[src/rtl/word_detector_if.sv]
// Character stream bus for word_detector: X in, registered detect pulse and word code out,
// plus read-only matcher state for observation.
interface word_detector_if;
   logic [7:0] X;
   logic       Z;
   logic [2:0] Zout;
   logic [2:0] apple_st;
   logic [2:0] orange_st;
   logic [2:0] banana_st;

   // Handshake-free stream: one character per Clock edge, no valid/ready; the
   // master always presents X and the slave always produces Z/Zout.
   modport master (output X, input Z, Zout, apple_st, orange_st, banana_st);
   modport slave  (input X, output Z, Zout, apple_st, orange_st, banana_st);
endinterface

[src/rtl/word_detector.sv]
// Keyword spotter for APPLE, ORANGE and BANANA on an 8-bit ASCII stream.
// Optional WORD_DETECTOR_CASE_INSENSITIVE_EN folds lower case to upper case before matching.
module word_detector (
   input  logic               Clock,
   input  logic               Reset,
   word_detector_if.slave     bus
);

   typedef enum logic [2:0] {A_S0, A_S1, A_S2, A_S3, A_S4} apple_state_e;
   typedef enum logic [2:0] {O_S0, O_S1, O_S2, O_S3, O_S4, O_S5} orange_state_e;
   typedef enum logic [2:0] {B_S0, B_S1, B_S2, B_S3, B_S4, B_S5} banana_state_e;

   apple_state_e  apple_q, apple_d;
   orange_state_e orange_q, orange_d;
   banana_state_e banana_q, banana_d;
   logic          z_q, z_d;
   logic [2:0]    zout_q, zout_d;
   logic [7:0]    ch;
   logic          apple_hit, orange_hit, banana_hit;

`ifdef WORD_DETECTOR_CASE_INSENSITIVE_EN
   assign ch = (bus.X >= 8'h61 && bus.X <= 8'h7A) ? bus.X - 8'h20 : bus.X;
`else
   assign ch = bus.X;
`endif

   always_ff @(posedge Clock) begin
      if (Reset) begin
         apple_q  <= A_S0;
         orange_q <= O_S0;
         banana_q <= B_S0;
         z_q      <= 1'b0;
         zout_q   <= 3'd0;
      end else begin
         apple_q  <= apple_d;
         orange_q <= orange_d;
         banana_q <= banana_d;
         z_q      <= z_d;
         zout_q   <= zout_d;
      end
   end

   // Mismatch defaults restart on the word's first letter; only hits override them.
   always_comb begin
      apple_d   = (ch == "A") ? A_S1 : A_S0;
      apple_hit = 1'b0;
      case (apple_q)
         A_S0: if (ch == "A") apple_d = A_S1;
         A_S1: if (ch == "P") apple_d = A_S2;
         A_S2: if (ch == "P") apple_d = A_S3;
         A_S3: if (ch == "L") apple_d = A_S4;
         A_S4: if (ch == "E") apple_hit = 1'b1;
         default: apple_d = A_S0;
      endcase
   end

   always_comb begin
      orange_d   = (ch == "O") ? O_S1 : O_S0;
      orange_hit = 1'b0;
      case (orange_q)
         O_S0: if (ch == "O") orange_d = O_S1;
         O_S1: if (ch == "R") orange_d = O_S2;
         O_S2: if (ch == "A") orange_d = O_S3;
         O_S3: if (ch == "N") orange_d = O_S4;
         O_S4: if (ch == "G") orange_d = O_S5;
         O_S5: if (ch == "E") orange_hit = 1'b1;
         default: orange_d = O_S0;
      endcase
   end

   // A completed BANANA keeps "BANA" as a prefix so overlapping matches are found.
   always_comb begin
      banana_d   = (ch == "B") ? B_S1 : B_S0;
      banana_hit = 1'b0;
      case (banana_q)
         B_S0: if (ch == "B") banana_d = B_S1;
         B_S1: if (ch == "A") banana_d = B_S2;
         B_S2: if (ch == "N") banana_d = B_S3;
         B_S3: if (ch == "A") banana_d = B_S4;
         B_S4: if (ch == "N") banana_d = B_S5;
         B_S5: if (ch == "A") begin
            banana_hit = 1'b1;
            banana_d   = B_S4;
         end
         default: banana_d = B_S0;
      endcase
   end

   always_comb begin
      z_d    = apple_hit | orange_hit | banana_hit;
      zout_d = zout_q;
      if (banana_hit)      zout_d = 3'd3;
      else if (orange_hit) zout_d = 3'd2;
      else if (apple_hit)  zout_d = 3'd1;
   end

   assign bus.Z         = z_q;
   assign bus.Zout      = zout_q;
   assign bus.apple_st  = apple_q;
   assign bus.orange_st = orange_q;
   assign bus.banana_st = banana_q;

endmodule

[src/flat_wrapper.sv]
// flat-port wrapper written by rule: the top's interface ports become plain ports
module word_detector_flat 
  (Clock, Reset, bus_X, bus_Z, bus_Zout, bus_apple_st, bus_orange_st, bus_banana_st);
  word_detector_if bus_i ();
  input  logic Clock;
  input  logic Reset;
  input wire logic [$bits(bus_i.X)-1:0] bus_X;
  output wire logic [$bits(bus_i.Z)-1:0] bus_Z;
  output wire logic [$bits(bus_i.Zout)-1:0] bus_Zout;
  output wire logic [$bits(bus_i.apple_st)-1:0] bus_apple_st;
  output wire logic [$bits(bus_i.orange_st)-1:0] bus_orange_st;
  output wire logic [$bits(bus_i.banana_st)-1:0] bus_banana_st;
  assign bus_i.X = bus_X;
  assign bus_Z = bus_i.Z;
  assign bus_Zout = bus_i.Zout;
  assign bus_apple_st = bus_i.apple_st;
  assign bus_orange_st = bus_i.orange_st;
  assign bus_banana_st = bus_i.banana_st;
  word_detector u_core (.Clock(Clock), .Reset(Reset), .bus(bus_i));
endmodule
[config.mk]
export PLATFORM = sky130hd
export DESIGN_NAME = word_detector_flat
export DESIGN_NICKNAME = d
export VERILOG_FILES = /design/src/rtl/word_detector_if.sv /design/src/rtl/word_detector.sv /design/src/flat_wrapper.sv
export SDC_FILE = /design/constraint.sdc
export NUM_CORES = 1
export LEC_CHECK = 0
export BUFFER_PORTS_ARGS = -buffer_cell sky130_fd_sc_hd__buf_2
export CORE_MARGIN = 1
export CORE_UTILIZATION = 50
export CTS_CLUSTER_DIAMETER = 30
export DETAILED_ROUTE_END_ITERATION = 10
export PLACE_DENSITY_LB_ADDON = 0.08
export REMOVE_ABC_BUFFERS = 1
export SLEW_MARGIN = 20
export SYNTH_ARGS = -nofsm -noshare
export SYNTH_HDL_FRONTEND = slang
export SYNTH_SLANG_ARGS = --single-unit
[constraint.sdc]
create_clock -name Clock -period 1.8 [get_ports Clock]
set_input_delay 0.18 -clock Clock [delete_from_list [all_inputs] [get_ports Clock]]
set_output_delay 0.18 -clock Clock [all_outputs]
set_load 0.01 [all_outputs]
==> flow_results.xml, run 1 <==
<?xml version="1.0" encoding="UTF-8"?>
<metrics>
  <group name="drt">
    <metric name="drcViolationCount" unit="">0</metric>
    <metric name="post_drt_via_cell_ratio" unit="">6.04</metric>
    <metric name="iteration_count_of_the_initial_detailed_routing_pass" unit="">4</metric>
    <metric name="vias" unit="">664</metric>
    <metric name="route.detailed.wl_per_inst" unit="um">14.4</metric>
    <metric name="drtIter0Drc" unit="">26</metric>
    <metric name="ant_nets" unit="">0</metric>
    <metric name="detail_route.wirelength" unit="um">1590</metric>
  </group>
  <group name="floorplan">
    <metric name="core_region_area" unit="um^2">1170</metric>
    <metric name="die-area" unit="um^2">1470</metric>
    <metric name="die_w" unit="um">38.4</metric>
    <metric name="boundaryPins" unit="">23</metric>
    <metric name="start_util" unit="%">56.4</metric>
    <metric name="die_h" unit="um">38.4</metric>
    <metric name="placement_rows" unit="">12</metric>
  </group>
  <group name="power_and_ir_drop">
    <metric name="total_power" unit="W">0.000533</metric>
    <metric name="leakage" unit="nW">0.348</metric>
    <metric name="vdd_drop_max" unit="V">0.000401</metric>
    <metric name="cellPowerDensity" unit="nW/um^2">660</metric>
  </group>
  <group name="timing">
    <metric name="period_minus_slack" unit="ns">1.27</metric>
    <metric name="finalMaxSlewViolations" unit="">0</metric>
    <metric name="fin_skew" unit="ns">0.00782</metric>
    <metric name="achievable-frequency" unit="MHz">788</metric>
    <metric name="final_number_of_setup_violating_endpoints" unit="">0</metric>
    <metric name="grt_setup_unrepaired" unit="">false</metric>
    <metric name="final_min_period_over_clock_period" unit="%">70.5</metric>
    <metric name="fin_tns_setup" unit="ns">0</metric>
    <metric name="hold_violations" unit="">0</metric>
  </group>
  <group name="synthesis">
    <metric name="synth_async_sr_flop_share" unit="%">0</metric>
    <metric name="postSynthAreaPerCell" unit="um^2">9.05</metric>
    <metric name="synth_cell_types" unit="">33</metric>
    <metric name="dominant_register_cell_in_the_synthesized_netlist" unit="">sky130_fd_sc_hd__dfxtp_1</metric>
    <metric name="synth_edf_count" unit="">0</metric>
    <metric name="yosysSeqAreaShare" unit="%">36.4</metric>
    <metric name="synth_top_area_cell" unit="">sky130_fd_sc_hd__dfxtp_1</metric>
    <metric name="synth_cells" unit="">73</metric>
    <metric name="synth.top_cells.by_area" unit="">sky130_fd_sc_hd__dfxtp_1 (36%), sky130_fd_sc_hd__nor3b_1 (5.7%), sky130_fd_sc_hd__nand4b_1 (5.3%)</metric>
    <metric name="netlist_top_cells_count" unit="">sky130_fd_sc_hd__dfxtp_1 (12), sky130_fd_sc_hd__nor2_1 (7), sky130_fd_sc_hd__nand3_1 (5), sky130_fd_sc_hd__nor3b_1 (5)</metric>
    <metric name="yosys_warnings" unit="">0</metric>
    <metric name="post-synth-top-count-cell" unit="">sky130_fd_sc_hd__dfxtp_1</metric>
    <metric name="syn_area" unit="um^2">661</metric>
    <metric name="synth_top_area_share" unit="%">36.4</metric>
    <metric name="ys_ff_latch" unit="">12</metric>
  </group>
  <group name="worst_setup_path">
    <metric name="critPathArrivalTime" unit="ns">1.47</metric>
    <metric name="cp_data_required_time" unit="ns">2.00</metric>
    <metric name="critical_path.endpoint_type" unit="">flop</metric>
    <metric name="worstPathMaxFanout" unit="">6</metric>
    <metric name="start_kind" unit="">flop</metric>
    <metric name="crit_type" unit="">reg2reg</metric>
  </group>
  <group name="cells_and_area">
    <metric name="design_area" unit="um^2">807</metric>
    <metric name="register_area" unit="um^2">240</metric>
    <metric name="num-nets-final" unit="">107</metric>
    <metric name="antenna-diode-count" unit="">0</metric>
    <metric name="area.growth.synth_to_final" unit="%">22.2</metric>
    <metric name="final_util" unit="%">68.9</metric>
    <metric name="layout_cell_share_with_drive_strength_beyond_1" unit="%">31.3</metric>
    <metric name="nFillCells" unit="">94</metric>
    <metric name="multi_input_comb_area" unit="um^2">397</metric>
  </group>
  <group name="global_route">
    <metric name="antenna_found_initial" unit="">0</metric>
    <metric name="grt_pass1_wl" unit="um">2280</metric>
    <metric name="vias_in_the_first_global_route" unit="">526</metric>
    <metric name="grt.overflow.total" unit="">0</metric>
    <metric name="global_route.usage.total" unit="%">23.1</metric>
    <metric name="grt_max_degree" unit="">12</metric>
  </group>
  <group name="clocking">
    <metric name="ctsHoldBuffers" unit="">0</metric>
    <metric name="clk_pin_slew_worst_paths" unit="ns">0.09</metric>
    <metric name="clock_latency" unit="ns">0.28</metric>
    <metric name="cts_tree" unit="">done</metric>
    <metric name="cts_buffer_depth" unit="">2</metric>
    <metric name="cts.repair_timing.setup_buffer_count" unit="">0</metric>
    <metric name="ctsRootBufferMaster" unit="">sky130_fd_sc_hd__clkbuf_4</metric>
    <metric name="h-tree-depth" unit="">1</metric>
    <metric name="tritoncts.num_buffers" unit="">3</metric>
    <metric name="clock_sinks" unit="">12</metric>
    <metric name="ctsResizeCount" unit="">0</metric>
  </group>
  <group name="flow_run">
    <metric name="maxCapViolations" unit="">0</metric>
  </group>
  <group name="place">
    <metric name="dpl.hpwl" unit="um">1090</metric>
    <metric name="buffer_ports.inserted" unit="">21</metric>
    <metric name="dpl_cell_area" unit="um^2">771</metric>
    <metric name="globalplace.congestion" unit="">0.756</metric>
  </group>
  <group name="status">
    <metric name="status" unit="">finished, final reports clean</metric>
  </group>
  <group name="worst_hold_path">
    <metric name="min-delay-path-class" unit="">in2reg</metric>
  </group>
</metrics>
per-layer routing:
metal,track usage (%),part of all wire (%)
met1,27.9,44
met2,38.6,47
met3,3.49,8.7
met4,12.9,0.63
met5,0,0
power by group:
part           internal, W  switching [W]
Clock             0.000123       0.000101
Sequential        0.000265    0.000000134
Combinational    0.0000160      0.0000278
registers in the layout, indices dropped and copies added (netlist names):
register              cells
u_core.bus.apple_st       3
u_core.bus.Z              1
u_core.bus.Zout           2
u_core.bus.banana_st      3
u_core.bus.orange_st      3
path summary, 6_finish.rpt:
check                                            end  slack (ns)                          startpoint  cells after the start
setup / recovery  u_core.bus.orange_st[0]$_SDFF_PP0_        0.53  u_core.bus.orange_st[2]$_SDFF_PP0_                      4
hold / removal     u_core.bus.apple_st[2]$_SDFF_PP0_        0.20                            bus_X[2]                      3
setup reg to reg  u_core.bus.orange_st[0]$_SDFF_PP0_        0.53  u_core.bus.orange_st[2]$_SDFF_PP0_                      4
hold reg to reg      u_core.bus.Zout[1]$_SDFFE_PP0P_        0.45     u_core.bus.Zout[1]$_SDFFE_PP0P_                      2
metrics by stage:
stage | hold WS, ns | cells | setup WS [ns]
after floorplan | 0.245 | 71 | 0.580
after global placement | 0.442 | 106 | 0.349
after detailed placement | 0.445 | 106 | 0.307
after CTS | 0.194 | 110 | 0.534
after global routing | 0.213 | 110 | 0.440
final | 0.199 | 110 | 0.530
logic make-up (layout without fill, tap and decap cells):
kind of cell,Yosys count,in the layout,share of synthesized area [%]
AOI/OAI and AO/OA,14,14,15.9
xor gates and xnor gates,1,1,1.33
buffers and inverters,5,28,3.60
DFF,12,12,36.4
muxes,1,1,1.52
other,1,1,0.568
and+or+nand+nor,39,39,40.7
area by class of cell:
type                            count  area share (%)
Tap cell                           14            2.17
Inverter                            3            1.40
Multi-Input combinational cell     56            49.1
Clock buffer                        4            4.50
Timing Repair Buffer               21            13.0
Sequential cell                    12            29.8
worst max-delay path, cell delays in order, from the launching register on:
cell and delay [ns]:
sky130_fd_sc_hd__dfxtp_1 0.44, sky130_fd_sc_hd__nor2b_1 0.20, sky130_fd_sc_hd__o21ai_0 0.10, sky130_fd_sc_hd__or2_1 0.23
sky130_fd_sc_hd__a221oi_2 0.22
cell usage in the layout (no fill, tap or decap), types with 2 or more instances in the layout:
cell type,count
sky130_fd_sc_hd__nand4b_1,4
sky130_fd_sc_hd__nor2b_1,2
sky130_fd_sc_hd__clkbuf_4,3
sky130_fd_sc_hd__nand4_1,2
sky130_fd_sc_hd__a21oi_1,4
sky130_fd_sc_hd__o21ai_0,3
sky130_fd_sc_hd__nand3_1,5
sky130_fd_sc_hd__and3b_1,2
sky130_fd_sc_hd__nor2_1,7
sky130_fd_sc_hd__dfxtp_1,12
sky130_fd_sc_hd__buf_2,21
sky130_fd_sc_hd__nand2_1,2
sky130_fd_sc_hd__nor3b_1,5
sky130_fd_sc_hd__nor3_1,2
sky130_fd_sc_hd__inv_1,3
(Power assumes the default switching activity.)
==> run 2, diff against run 1 <==
--- a/config.mk
+++ b/config.mk
@@ -7,7 +7,7 @@
 export LEC_CHECK = 0
 export BUFFER_PORTS_ARGS = -buffer_cell sky130_fd_sc_hd__buf_2
 export CORE_MARGIN = 1
-export CORE_UTILIZATION = 50
+export CORE_UTILIZATION = 42
 export CTS_CLUSTER_DIAMETER = 30
 export DETAILED_ROUTE_END_ITERATION = 10
 export PLACE_DENSITY_LB_ADDON = 0.08
==> constraint.sdc (replaced) <==
create_clock -name Clock -period 1.05 [get_ports Clock]
set_input_delay 0.105 -clock Clock [delete_from_list [all_inputs] [get_ports Clock]]
set_output_delay 0.105 -clock Clock [all_outputs]
set_load 0.01 [all_outputs]
==> run 2 against run 1 <==
Against the previous run: the flow now finishes with violations (negative setup slack); setup slack got worse by 0.65 ns; via count grew 15%; flip-flop and latch count stayed put; sequential power is 72% higher.
==> flow_results.xml, run 2 (synthesis results as in run 1) <==
<?xml version="1.0" encoding="UTF-8"?>
<metrics>
  <group name="worst_hold_path">
    <metric name="worstHoldPathCells" unit="">2</metric>
    <metric name="min-delay-path-class" unit="">in2reg</metric>
    <metric name="timing.hold.worst_endpoint" unit="">u_core.bus.Z$_SDFF_PP0_</metric>
    <metric name="hp-start" unit="">Reset</metric>
  </group>
  <group name="clocking">
    <metric name="clock_latency" unit="ns">0.29</metric>
    <metric name="tritoncts.num_buffers" unit="">3</metric>
    <metric name="cts_buffer_depth" unit="">2</metric>
    <metric name="cts_tree" unit="">done</metric>
    <metric name="h-tree-depth" unit="">1</metric>
    <metric name="ctsHoldBuffers" unit="">0</metric>
    <metric name="ctsRootBufferMaster" unit="">sky130_fd_sc_hd__clkbuf_4</metric>
    <metric name="clk_pin_slew_worst_paths" unit="ns">0.09</metric>
    <metric name="clock_sinks" unit="">12</metric>
  </group>
  <group name="drt">
    <metric name="vias" unit="">761</metric>
    <metric name="detail_route.wirelength" unit="um">2100</metric>
    <metric name="ant_nets" unit="">0</metric>
    <metric name="drtIter0Drc" unit="">18</metric>
    <metric name="post_drt_via_cell_ratio" unit="">5.55</metric>
    <metric name="iteration_count_of_the_initial_detailed_routing_pass" unit="">4</metric>
    <metric name="drcViolationCount" unit="">0</metric>
    <metric name="route.detailed.wl_per_inst" unit="um">15.3</metric>
  </group>
  <group name="timing">
    <metric name="final_number_of_setup_violating_endpoints" unit="">7</metric>
    <metric name="hold_violations" unit="">0</metric>
    <metric name="finalMaxSlewViolations" unit="">0</metric>
    <metric name="achievable-frequency" unit="MHz">857</metric>
    <metric name="fin_skew" unit="ns">0.00962</metric>
    <metric name="grt_setup_unrepaired" unit="">true</metric>
    <metric name="final_min_period_over_clock_period" unit="%">111</metric>
    <metric name="period_minus_slack" unit="ns">1.17</metric>
    <metric name="fin_ws" unit="ns">-0.117</metric>
  </group>
  <group name="global_route">
    <metric name="grt_max_degree" unit="">9</metric>
    <metric name="vias_in_the_first_global_route" unit="">750</metric>
    <metric name="antenna_found_initial" unit="">0</metric>
    <metric name="global_route.usage.total" unit="%">24.4</metric>
    <metric name="grt.overflow.total" unit="">0</metric>
    <metric name="grt_pass1_wl" unit="um">3260</metric>
  </group>
  <group name="worst_setup_path">
    <metric name="worstRegToRegCells" unit="">4</metric>
    <metric name="crit_type" unit="">reg2reg</metric>
    <metric name="worstPathMaxFanout" unit="">3</metric>
    <metric name="worst-r2r-setup-slack" unit="ns">-0.12</metric>
    <metric name="worst_r2r_startpoint" unit="">u_core.bus.banana_st[0]$_SDFF_PP0_</metric>
    <metric name="worst_r2r_endpoint" unit="">u_core.bus.banana_st[2]$_SDFF_PP0_</metric>
    <metric name="worst_path_dominant_cell_family" unit="">simple AND/OR/NAND/NOR gates</metric>
    <metric name="start_kind" unit="">flop</metric>
    <metric name="worst-path-buf-inv" unit="">0</metric>
    <metric name="cp_data_required_time" unit="ns">1.23</metric>
    <metric name="critPathArrivalTime" unit="ns">1.35</metric>
    <metric name="critical_path.slowest_cell" unit="">sky130_fd_sc_hd__dfxtp_2</metric>
    <metric name="critical_path.endpoint_type" unit="">flop</metric>
    <metric name="critPathMaxStageDelay" unit="ns">0.33</metric>
    <metric name="critical_path.cell_chain" unit="">and3b_1 -&gt; nand4b_1 -&gt; a211o_1 -&gt; o41ai_2</metric>
  </group>
  <group name="floorplan">
    <metric name="start_util" unit="%">47.8</metric>
    <metric name="placement_rows" unit="">13</metric>
    <metric name="core_region_area" unit="um^2">1380</metric>
    <metric name="die-area" unit="um^2">1740</metric>
    <metric name="die_w" unit="um">41.7</metric>
    <metric name="boundaryPins" unit="">23</metric>
    <metric name="die_h" unit="um">41.7</metric>
  </group>
  <group name="cells_and_area">
    <metric name="mostFrequentLayoutCells" unit="">sky130_fd_sc_hd__buf_4 (23), sky130_fd_sc_hd__buf_2 (19), sky130_fd_sc_hd__dfxtp_1 (7)</metric>
    <metric name="mostFrequentLayoutCell" unit="">sky130_fd_sc_hd__buf_4</metric>
    <metric name="final_util" unit="%">79.3</metric>
    <metric name="num-nets-final" unit="">133</metric>
    <metric name="design_area" unit="um^2">1100</metric>
    <metric name="area.growth.synth_to_final" unit="%">65.9</metric>
    <metric name="antenna-diode-count" unit="">0</metric>
    <metric name="layout_cell_share_with_drive_strength_beyond_1" unit="%">59.0</metric>
  </group>
  <group name="status">
    <metric name="violations" unit="">negative setup slack</metric>
    <metric name="status" unit="">finished, violations left</metric>
  </group>
  <group name="place">
    <metric name="globalplace.congestion" unit="">0.759</metric>
    <metric name="buffer_ports.inserted" unit="">21</metric>
    <metric name="dpl_cell_area" unit="um^2">930</metric>
    <metric name="dpl.hpwl" unit="um">1340</metric>
  </group>
  <group name="power_and_ir_drop">
    <metric name="leakage" unit="nW">0.517</metric>
    <metric name="cellPowerDensity" unit="nW/um^2">877</metric>
    <metric name="vdd_drop_max" unit="V">0.000600</metric>
  </group>
  <group name="flow_run">
    <metric name="maxCapViolations" unit="">0</metric>
  </group>
</metrics>
run 2: layout make-up:
cell class	count	area [um^2]
Timing Repair Buffer	47	324
Clock buffer	4	36.3
Inverter	3	11.3
Sequential cell	12	246
Tap cell	15	18.8
Fill cell	100	287
Multi-Input combinational cell	56	459
run 2: layer usage:
metal / global-route usage (%) / part of all wire (%) / wire (um)
met4: 9.03 / 2.4 / 51
met3: 4.35 / 4.4 / 93
met1: 30.8 / 44 / 926
met2: 41.3 / 49 / 1030
met5: 0 / 0 / 0
run 2: worst max-delay path by stage:
stage | to | slack [ns] | start | cells after the start
after CTS | u_core.bus.banana_st[2]$_SDFF_PP0_ | -0.08 | u_core.bus.banana_st[0]$_SDFF_PP0_ | 4
after detailed placement | u_core.bus.orange_st[0]$_SDFF_PP0_ | -0.32 | bus_X[7] | 5
after global routing | u_core.bus.banana_st[2]$_SDFF_PP0_ | -0.16 | u_core.bus.banana_st[0]$_SDFF_PP0_ | 4
after floorplan | u_core.bus.orange_st[0]$_SDFF_PP0_ | -0.13 | u_core.bus.orange_st[2]$_SDFF_PP0_ | 4
after global placement | u_core.bus.orange_st[0]$_SDFF_PP0_ | -0.29 | bus_X[7] | 5
final | u_core.bus.banana_st[2]$_SDFF_PP0_ | -0.12 | u_core.bus.banana_st[0]$_SDFF_PP0_ | 4
run 2: repair_timing:
action / CTS / global route
pin swaps: 5 / 4
endpoints found under the hold margin: 0 / 0
endpoints found under the setup margin: 5 / 12
resized for setup: 15 / 10
buffers inserted: 2 / 3
run 2: where the power goes:
group | internal (W) | switching [W]
Clock | 0.000211 | 0.000177
Combinational | 0.0000574 | 0.0000617
Sequential | 0.000455 | 0.000000181
run 2: metrics by stage:
step,hold WS (ns),power (W),setup WS (ns),setup TNS (ns),instances
floorplan,0.170,0.000493,-0.131,-0.323,71
global placement,0.378,0.000565,-0.288,-1.73,128
detailed placement,0.386,0.000566,-0.317,-1.98,128
CTS,0.0960,0.000947,-0.0838,-0.235,134
global route,0.116,0.000990,-0.163,-0.704,137
finish,0.102,0.000962,-0.117,-0.293,137
